$ cat src/rtl/apb4_arb_pkg.sv
// apb4_arb_pkg: shared types and widths for the
// round-robin APB4 master arbiter.
package apb4_arb_pkg;

  localparam int APB_DW = 32;
  localparam int APB_SW = 4;

  typedef enum logic [1:0] {
    IDLE,
    SETUP,
    ACCESS,
    RESP
  } state_e;

endpackage

$ cat src/rtl/apb4_rr_pick.sv
// apb4_rr_pick: combinational round-robin picker.
// Scans upward from ptr_i+1 (mod NREQ) for the first set request.
module apb4_rr_pick
  import apb4_arb_pkg::*;
#(
  parameter int NREQ = 4,
  localparam int IW = (NREQ > 1) ? $clog2(NREQ) : 1
) (
  input  logic [NREQ-1:0] req_i,
  input  logic [IW-1:0]   ptr_i,
  output logic            any_o,
  output logic [IW-1:0]   idx_o
);

  function automatic logic [IW-1:0] wrap_idx(
    input logic [IW-1:0] p,
    input int            k
  );
    int s;
    s = int'(p) + k;
    if (s >= NREQ) s = s - NREQ;
    return IW'(s);
  endfunction

  // walk from farthest to nearest so the nearest hit wins
  always_comb begin
    any_o = 1'b0;
    idx_o = '0;
    for (int k = NREQ; k >= 1; k--) begin
      if (req_i[wrap_idx(ptr_i, k)]) begin
        any_o = 1'b1;
        idx_o = wrap_idx(ptr_i, k);
      end
    end
  end

endmodule

$ cat src/rtl/apb4_master_arb.sv
// apb4_master_arb: shares one APB4 master port among NREQ
// requesters, one transfer at a time, with a wait-state timeout.
module apb4_master_arb
  import apb4_arb_pkg::*;
#(
  parameter int NREQ      = 4,
  parameter int ADDRWIDTH = 12,
  parameter int TO_WD     = 8
) (
  input  logic                      pclk,
  input  logic                      preset,
  input  logic [TO_WD-1:0]          to_limit,
  input  logic [NREQ-1:0]           req_valid,
  output logic [NREQ-1:0]           req_ready,
  input  logic [NREQ-1:0]           req_write,
  input  logic [NREQ*ADDRWIDTH-1:0] req_addr,
  input  logic [NREQ*APB_DW-1:0]    req_wdata,
  input  logic [NREQ*APB_SW-1:0]    req_strb,
  output logic [NREQ-1:0]           resp_valid,
  output logic [APB_DW-1:0]         resp_rdata,
  output logic                      resp_err,
  output logic                      psel,
  output logic                      penable,
  output logic                      pwrite,
  output logic [ADDRWIDTH-1:0]      paddr,
  output logic [APB_DW-1:0]         pwdata,
  output logic [APB_SW-1:0]         pstrb,
  input  logic [APB_DW-1:0]         prdata,
  input  logic                      pready,
  input  logic                      pslverr
);

  localparam int IW = (NREQ > 1) ? $clog2(NREQ) : 1;

  state_e                state_q, state_d;
  logic [IW-1:0]         rr_ptr_q, rr_ptr_d;
  logic [IW-1:0]         g_q, g_d;
  logic                  write_q, write_d;
  logic [ADDRWIDTH-1:0]  addr_q, addr_d;
  logic [APB_DW-1:0]     wdata_q, wdata_d;
  logic [APB_SW-1:0]     strb_q, strb_d;
  logic [APB_DW-1:0]     rdata_q, rdata_d;
  logic                  err_q, err_d;
  logic [TO_WD-1:0]      to_cnt_q, to_cnt_d;

  logic                  pick_any;
  logic [IW-1:0]         pick_idx;
  logic                  to_hit;

  apb4_rr_pick #(
    .NREQ (NREQ)
  ) u_pick (
    .req_i (req_valid),
    .ptr_i (rr_ptr_q),
    .any_o (pick_any),
    .idx_o (pick_idx)
  );

  // to_limit is live: a mid-transfer change applies at once
  assign to_hit = (to_limit != '0) &&
                  (to_cnt_q == to_limit - TO_WD'(1));

  // next-state, request capture and handshake strobes
  always_comb begin
    state_d    = state_q;
    rr_ptr_d   = rr_ptr_q;
    g_d        = g_q;
    write_d    = write_q;
    addr_d     = addr_q;
    wdata_d    = wdata_q;
    strb_d     = strb_q;
    rdata_d    = rdata_q;
    err_d      = err_q;
    to_cnt_d   = to_cnt_q;
    req_ready  = '0;
    resp_valid = '0;
    unique case (state_q)
      IDLE: begin
        if (pick_any) begin
          req_ready = NREQ'(1) << pick_idx;
          g_d       = pick_idx;
          rr_ptr_d  = pick_idx;
          write_d   = req_write[pick_idx];
          addr_d    = req_addr[pick_idx*ADDRWIDTH +: ADDRWIDTH];
          wdata_d   = req_wdata[pick_idx*APB_DW +: APB_DW];
          strb_d    = req_write[pick_idx] ?
                      req_strb[pick_idx*APB_SW +: APB_SW] : '0;
          state_d   = SETUP;
        end
      end
      SETUP: begin
        state_d = ACCESS;
      end
      ACCESS: begin
        to_cnt_d = to_cnt_q + TO_WD'(1);
        if (pready) begin
          rdata_d = write_q ? '0 : prdata;
          err_d   = pslverr;
          state_d = RESP;
        end else if (to_hit) begin
          rdata_d = '0;
          err_d   = 1'b1;
          state_d = RESP;
        end
      end
      RESP: begin
        resp_valid = NREQ'(1) << g_q;
        to_cnt_d   = '0;
        state_d    = IDLE;
      end
      default: begin
        state_d = IDLE;
      end
    endcase
  end

  // state and arbitration pointer
  always_ff @(posedge pclk or posedge preset) begin
    if (preset) begin
      state_q  <= IDLE;
      rr_ptr_q <= IW'(NREQ - 1);
      g_q      <= '0;
      to_cnt_q <= '0;
    end else begin
      state_q  <= state_d;
      rr_ptr_q <= rr_ptr_d;
      g_q      <= g_d;
      to_cnt_q <= to_cnt_d;
    end
  end

  // latched request payload and slave response
  always_ff @(posedge pclk or posedge preset) begin
    if (preset) begin
      write_q <= 1'b0;
      addr_q  <= '0;
      wdata_q <= '0;
      strb_q  <= '0;
      rdata_q <= '0;
      err_q   <= 1'b0;
    end else begin
      write_q <= write_d;
      addr_q  <= addr_d;
      wdata_q <= wdata_d;
      strb_q  <= strb_d;
      rdata_q <= rdata_d;
      err_q   <= err_d;
    end
  end

  assign psel       = (state_q == SETUP) || (state_q == ACCESS);
  assign penable    = (state_q == ACCESS);
  assign pwrite     = write_q;
  assign paddr      = addr_q;
  assign pwdata     = wdata_q;
  assign pstrb      = strb_q;
  assign resp_rdata = rdata_q;
  assign resp_err   = err_q;

endmodule
$ cat config.mk
export PLATFORM = sky130hd
export DESIGN_NAME = apb4_master_arb
export DESIGN_NICKNAME = d
export VERILOG_FILES = /design/src/rtl/apb4_arb_pkg.sv /design/src/rtl/apb4_rr_pick.sv /design/src/rtl/apb4_master_arb.sv
export SDC_FILE = /design/constraint.sdc
export NUM_CORES = 1
export LEC_CHECK = 0
export ABC_AREA = 1
export CAP_MARGIN = 20
export CORE_ASPECT_RATIO = 0.8
export CORE_UTILIZATION = 25
export CTS_BUF_LIST = sky130_fd_sc_hd__clkbuf_4
export DETAILED_ROUTE_END_ITERATION = 12
export GPL_TIMING_DRIVEN = 0
export SLEW_MARGIN = 40
export SYNTH_ARGS = -nofsm -noshare
export SYNTH_HDL_FRONTEND = slang
export SYNTH_SLANG_ARGS = --single-unit
$ cat constraint.sdc
create_clock -name pclk -period 4 [get_ports pclk]
set_input_delay 0.8 -clock pclk [delete_from_list [all_inputs] [get_ports pclk]]
set_output_delay 0.8 -clock pclk [all_outputs]
set_load 0.05 [all_outputs]
# ---- Yosys cells after proc, flatten, opt, wreduce, memory -nomap -nowiden
# Index checks and enable logic that the tools add are counted.
# Widths: inputs -> output; s select.
dict set report word_totals {
  register_bits 96
  out_inout_bits 92
  wordCells 86
}
dict set report classes {
  add_sub_neg 10
  mul 1
  n_lt_le_gt_ge 9
  eq_ne 6
  shift 5
  muxes 36
  n_reduce_logical 9
}
# op count
set ops {}
lappend ops {{$shiftx 128x8->32} 1}
lappend ops {{$mux 32} 3}
lappend ops {{$shiftx 48x7->12} 1}
lappend ops {{$mux 2} 11}
lappend ops {{$mux 4} 4}
lappend ops {{$pmux 8 s2} 1}
lappend ops {{$shiftx 16x5->4} 1}
lappend ops {{$lt 2x3->1 const B} 5}
lappend ops {{$mux 1} 11}
lappend ops {{$bmux 1 s2} 5}
lappend ops {{$ge 3x3->1 const B} 3}
lappend ops {{$add 8x1->8 const B} 1}
lappend ops {{$eq 8x8->1} 1}
lappend ops {{$pmux 2 s4} 1}
lappend ops {{$reduce_bool 8->1} 1}
lappend ops {{$shl 1x2->4 const A} 2}
lappend ops {{$sub 2x1->2 const B} 4}
lappend ops {{$sub 8x1->8 const B} 1}
lappend ops {{$add 2x2->3 const B} 2}
lappend ops {{$reduce_and 2->1} 3}
lappend ops {{$add 2x3->4 const B} 1}
lappend ops {{$eq 2x2->1 const B} 2}
lappend ops {{$ge 4x3->1 const B} 1}
lappend ops {{$mul 2x2->4 const B} 1}
lappend ops {{other kinds (8)} 9}

# ---- Longest topological paths before layout
dict set report depth {
  depth_word 12
  mapped_depth 17
  ltp_nobuf 16
}

# ---- Hierarchy
# Synthesis repeated with hierarchy kept, for this count alone.
dict set report unflattened {
  cells_unflattened 724
  hier_area_um2 5472.7
}
# module n_inst cells_per_inst area_per_inst_um2 seq_area_each_um2
set by_module_without_submodules {}
lappend by_module_without_submodules {apb4_master_arb 1 673 5226.3 2404.8}
lappend by_module_without_submodules {apb4_rr_pick 1 51 246.5 0.0}

# ---- Worst setup path before layout
# No wires, ideal clock.
dict set report synth_path {
  path_kind {input port to output port}
  start {in req_valid[1]}
  end {out req_ready[0]}
  arrival_time_ns 2.723
  t_required_ns 3.200
  slack_ns 0.477
  path_stages 11
  path_buffers 2
  cell_sequence {inv_1 -> nand2_1 -> nand3_1 -> nand2_1 -> inv_2 -> nand2_1 -> nand3_1 -> nand2_2 -> buf_4 -> buf_4 -> nor3_1}
}
dict set report synth_via {
  elab_chain_cells 9
  word_cells_on_any_way 19
  cone_classes {shift (1); mux (18)}
}
# item line
set synth_lines {}
lappend synth_lines {{start, declared} apb4_master_arb.sv:13} ;# input logic [NREQ-1:0] req_valid,
lappend synth_lines {{$bmux 1 s2} apb4_rr_pick.sv:30} ;# if (req_i[wrap_idx(ptr_i, k)]) begin
lappend synth_lines {{$mux 1 (not written as such)} apb4_rr_pick.sv:30}
lappend synth_lines {{$mux 2 (4 in a row)} apb4_rr_pick.sv:30}
lappend synth_lines {{$shl 1x2->4} apb4_master_arb.sv:80} ;# req_ready = NREQ'(1) << pick_idx;
lappend synth_lines {{$mux 4 *} apb4_master_arb.sv:79} ;# if (pick_any) begin
lappend synth_lines {{$mux 4 *} apb4_master_arb.sv:77} ;# unique case (state_q)
lappend synth_lines {{end, declared} apb4_master_arb.sv:14} ;# output logic [NREQ-1:0] req_ready,
# Every way passes the cells marked *; elsewhere a longest branch is shown, timed or not. The select of a mux whose other input is x is not followed.

# ---- Final worst setup path
dict set report layout_path {
  start {in req_valid[3]}
  end {out req_ready[2]}
}
# Same word-level chain as after synthesis.

==> qor.csv <==
metric,value,unit
status,"complete, no violations",
power_density,978.1,mW/mm^2
grt_pass1_vias,7242,
cts_buffer_depth,2,
worst-path-max-fanout,10,
avgSynthCellArea,6.156,sq um
yosysUniqueCellTypes,26,
synth_top_area_cell,nand2_1,
drive_above_1_share,5.531,%
synth_xor_area_share,1.840,%
cts_made_buffers,9,
synth_mux_area_share,0,%
yosysTopAreaCellShare,41.68,%
dr.pass1.iters,5,
rsz0062_at_grt,no,
grt_max_degree,54,
synth-compound-area-share,1.577,%
worst_pin_slew,697.8,ps
fmax,262.1,MHz
gp_congestion,0.8493,
route.detailed.vias_per_inst,4.404,
synthTopCellsByArea,"nand2_1 (42%), dfrtp_1 (38%), nand4_1 (3.3%)",
synth_warnings,0,
final_nets,1600,
critical_path_class,primary input to output pin,
dieArea,0.02539,sq mm
yosys.area_share.simple,50.07,%
worstPathRequired,3200,ps
synthFlopType,dfrtp_1,
track_usage,20.05,%
grt_pass1_wl,38850,um
maxSlewHeadroom,53.48,%
seq_area_frac_synth,38.87,%
grt_overflow_total,0,
area_growth,63.20,%
finalWorstSetupSlack,185.0,ps
synth_async_sr_flop_share,100.0,%
drcViolationCount,0,
ys_ff_latch,96,
irDropWorstVdd,0.4704,mV
io_pins,336,
fillers,2620,
leakagePower,5.178,nW
rows,51,
postCtsSetupRepairBufs,0,
power.total,0.009876,W
clkSlewWorstSetupHoldPaths,150,ps
slew_viol_final,0,
synth_top_family_by_area,simple AND/OR/NAND/NOR gates,
ant_nets,0,
crit_path_end_kind,output pin,
min_period,3815,ps
synth_edf_count,0,
dp_hpwl,19950,um
cts-root-buf,clkbuf_4,
multi_input_area,0.003372,sq mm
vias,7376,
synth-adder-area-share,1.011,%
syn_nets,1254,
initial_core_util,25.45,%
start_kind,primary input,
cts_max_level,3,
synthCells,1005,
dp_slack,-396.4,ps
die_h,142.7,um
antenna_found_initial,4,
skew,25.22,ps
wire_per_inst,15.15,um
die_w,177.9,um
maxCapViolCount,0,
finalCritPeriodShare,95.37,%
hold_ws,492.5,ps
wl,25380,um
coreArea,0.02431,sq mm
regArea,0.002405,sq mm
port_buffers,334,
worstPathArrival,3010,ps
drt_iter0_markers,320,
holdCritPathClass,register to register,
syn_area,0.006187,sq mm
final-hold-violation-count,0,
cts_tree,yes,
setup_viol,0,
insertion_delay,480,ps
clock_sinks,96,
==> kinds of logic (layout without fill, tap and decap cells) <==
| logic type | after synthesis | after routing |
|---|---|---|
| and+or+nand+nor | 784 | 784 |
| DFF | 96 | 96 |
| buffers and inverters | 89 | 440 |
| AOI/OAI and AO/OA | 18 | 18 |
| xor gates and xnor gates | 13 | 13 |
| adders and majority gates | 5 | 5 |
| other | 0 | 1 |
==> synthesized netlist by cell type, types with 4 or more instances <==
master	n
nand3_1	27
buf_1	4
xor2_1	5
nand2_1	687
dfrtp_1	94
ha_1	5
a21oi_1	6
nand4_1	33
buf_2	25
clkbuf_1	16
buf_4	12
xnor2_1	8
nor2_1	17
inv_1	24
inv_2	7
nor3_1	12
nand2_2	4
o21ai_0	10
==> layer usage <==
metal,global-route usage [%],wire [um],up-vias
met4,5.488,456,4
met1,24.53,10850,3286
met5,0,27,-
li1,-,-,3773
met3,6.070,2120,35
met2,33.95,11930,278
==> cell usage in the layout, fill, tap and decap left out, types with 5 or more instances in the layout <==
| cell | netlist | routed |
|---|---|---|
| inv_2 | 7 | 7 |
| xnor2_1 | 8 | 8 |
| nand4_1 | 33 | 33 |
| o21ai_0 | 10 | 10 |
| inv_1 | 24 | 23 |
| nor2_1 | 17 | 17 |
| clkbuf_1 | 16 | 16 |
| nor3_1 | 12 | 12 |
| buf_2 | 25 | 27 |
| xor2_1 | 5 | 5 |
| nand3_1 | 27 | 27 |
| dfrtp_1 | 94 | 94 |
| clkdlybuf4s50_1 | 0 | 330 |
| buf_4 | 12 | 12 |
| a21oi_1 | 6 | 6 |
| nand2_1 | 687 | 687 |
| ha_1 | 5 | 5 |
| clkbuf_4 | 0 | 9 |
==> critical path: stages <==
cell	delay [ps]
clkdlybuf4s50_1	470
inv_1	50
nand2_1	70
and2_1	190
nand2_1	60
nand2_1	60
nand3_1	60
nand2_1	80
nand2_2	120
inv_2	160
buf_2	280
nand2_1	180
nor2_1	130
buf_2	290
==> layout make-up <==
cell class	instances	area share, %
buffer	57	2.875
tap	318	3.941
antenna	1	0.02478
clock buffer	9	0.6691
timing repair buffer	335	33.18
inverter	32	1.264
multi-input combinational	820	33.40
sequential	96	23.82
clock inverter	7	0.8302
==> what timing repair did <==
| action | CTS | global route |
|---|---|---|
| hold buffers | 0 | 0 |
| resized for setup | 8 | 10 |
| gates cloned | 0 | 0 |
| endpoints found under the setup margin | 4 | 4 |
| pin swaps | 0 | 0 |
==> metrics by stage <==
step	util, %	instance area [sq um]	TNS, ps	instances
after global placement	40.84	9928	-107080	1657
after global routing	41.53	10100	0	1675
final	41.53	10100	0	1675
after floorplan	-	6187	0	1005
after CTS	41.60	10110	0	1674
after detailed placement	40.98	9963	-1179	1658
==> power by group <==
part / total (W) / internal (W) / leakage [nW] / switching (W)
sequential: 0.00169 / 0.00143 / 1.22 / 0.000262
clock: 0.000584 / 0.000204 / 0.0847 / 0.000380
combinational: 0.00760 / 0.00239 / 3.87 / 0.00522
==> state kept, by name (all words and copies together) (netlist names) <==
name        count
g_q             2
paddr          12
pstrb           4
pwdata         32
pwrite          1
resp_err        1
resp_rdata     32
rr_ptr_q        2
state_q         2
to_cnt_q        8
==> worst paths after layout <==
kind                            depth (start not counted)                    endpoint  slack, ps                        from
min in group asynchronous                               2     to_cnt_q[5]$_DFFE_PP0P_        690                      preset
worst min-delay path                                    2  resp_rdata[20]$_DFFE_PP0P_        490  resp_rdata[20]$_DFFE_PP0P_
worst max-delay path                                   14                req_ready[2]        190                req_valid[3]
worst min register to register                          2  resp_rdata[20]$_DFFE_PP0P_        490  resp_rdata[20]$_DFFE_PP0P_
worst max register to register                         14       paddr[11]$_DFFE_PP0P_       1440     rr_ptr_q[0]$_DFFE_PP1P_
max in group asynchronous                               3        paddr[4]$_DFFE_PP0P_       2680                      preset
Note: power is estimated with default switching activity, not from simulation.
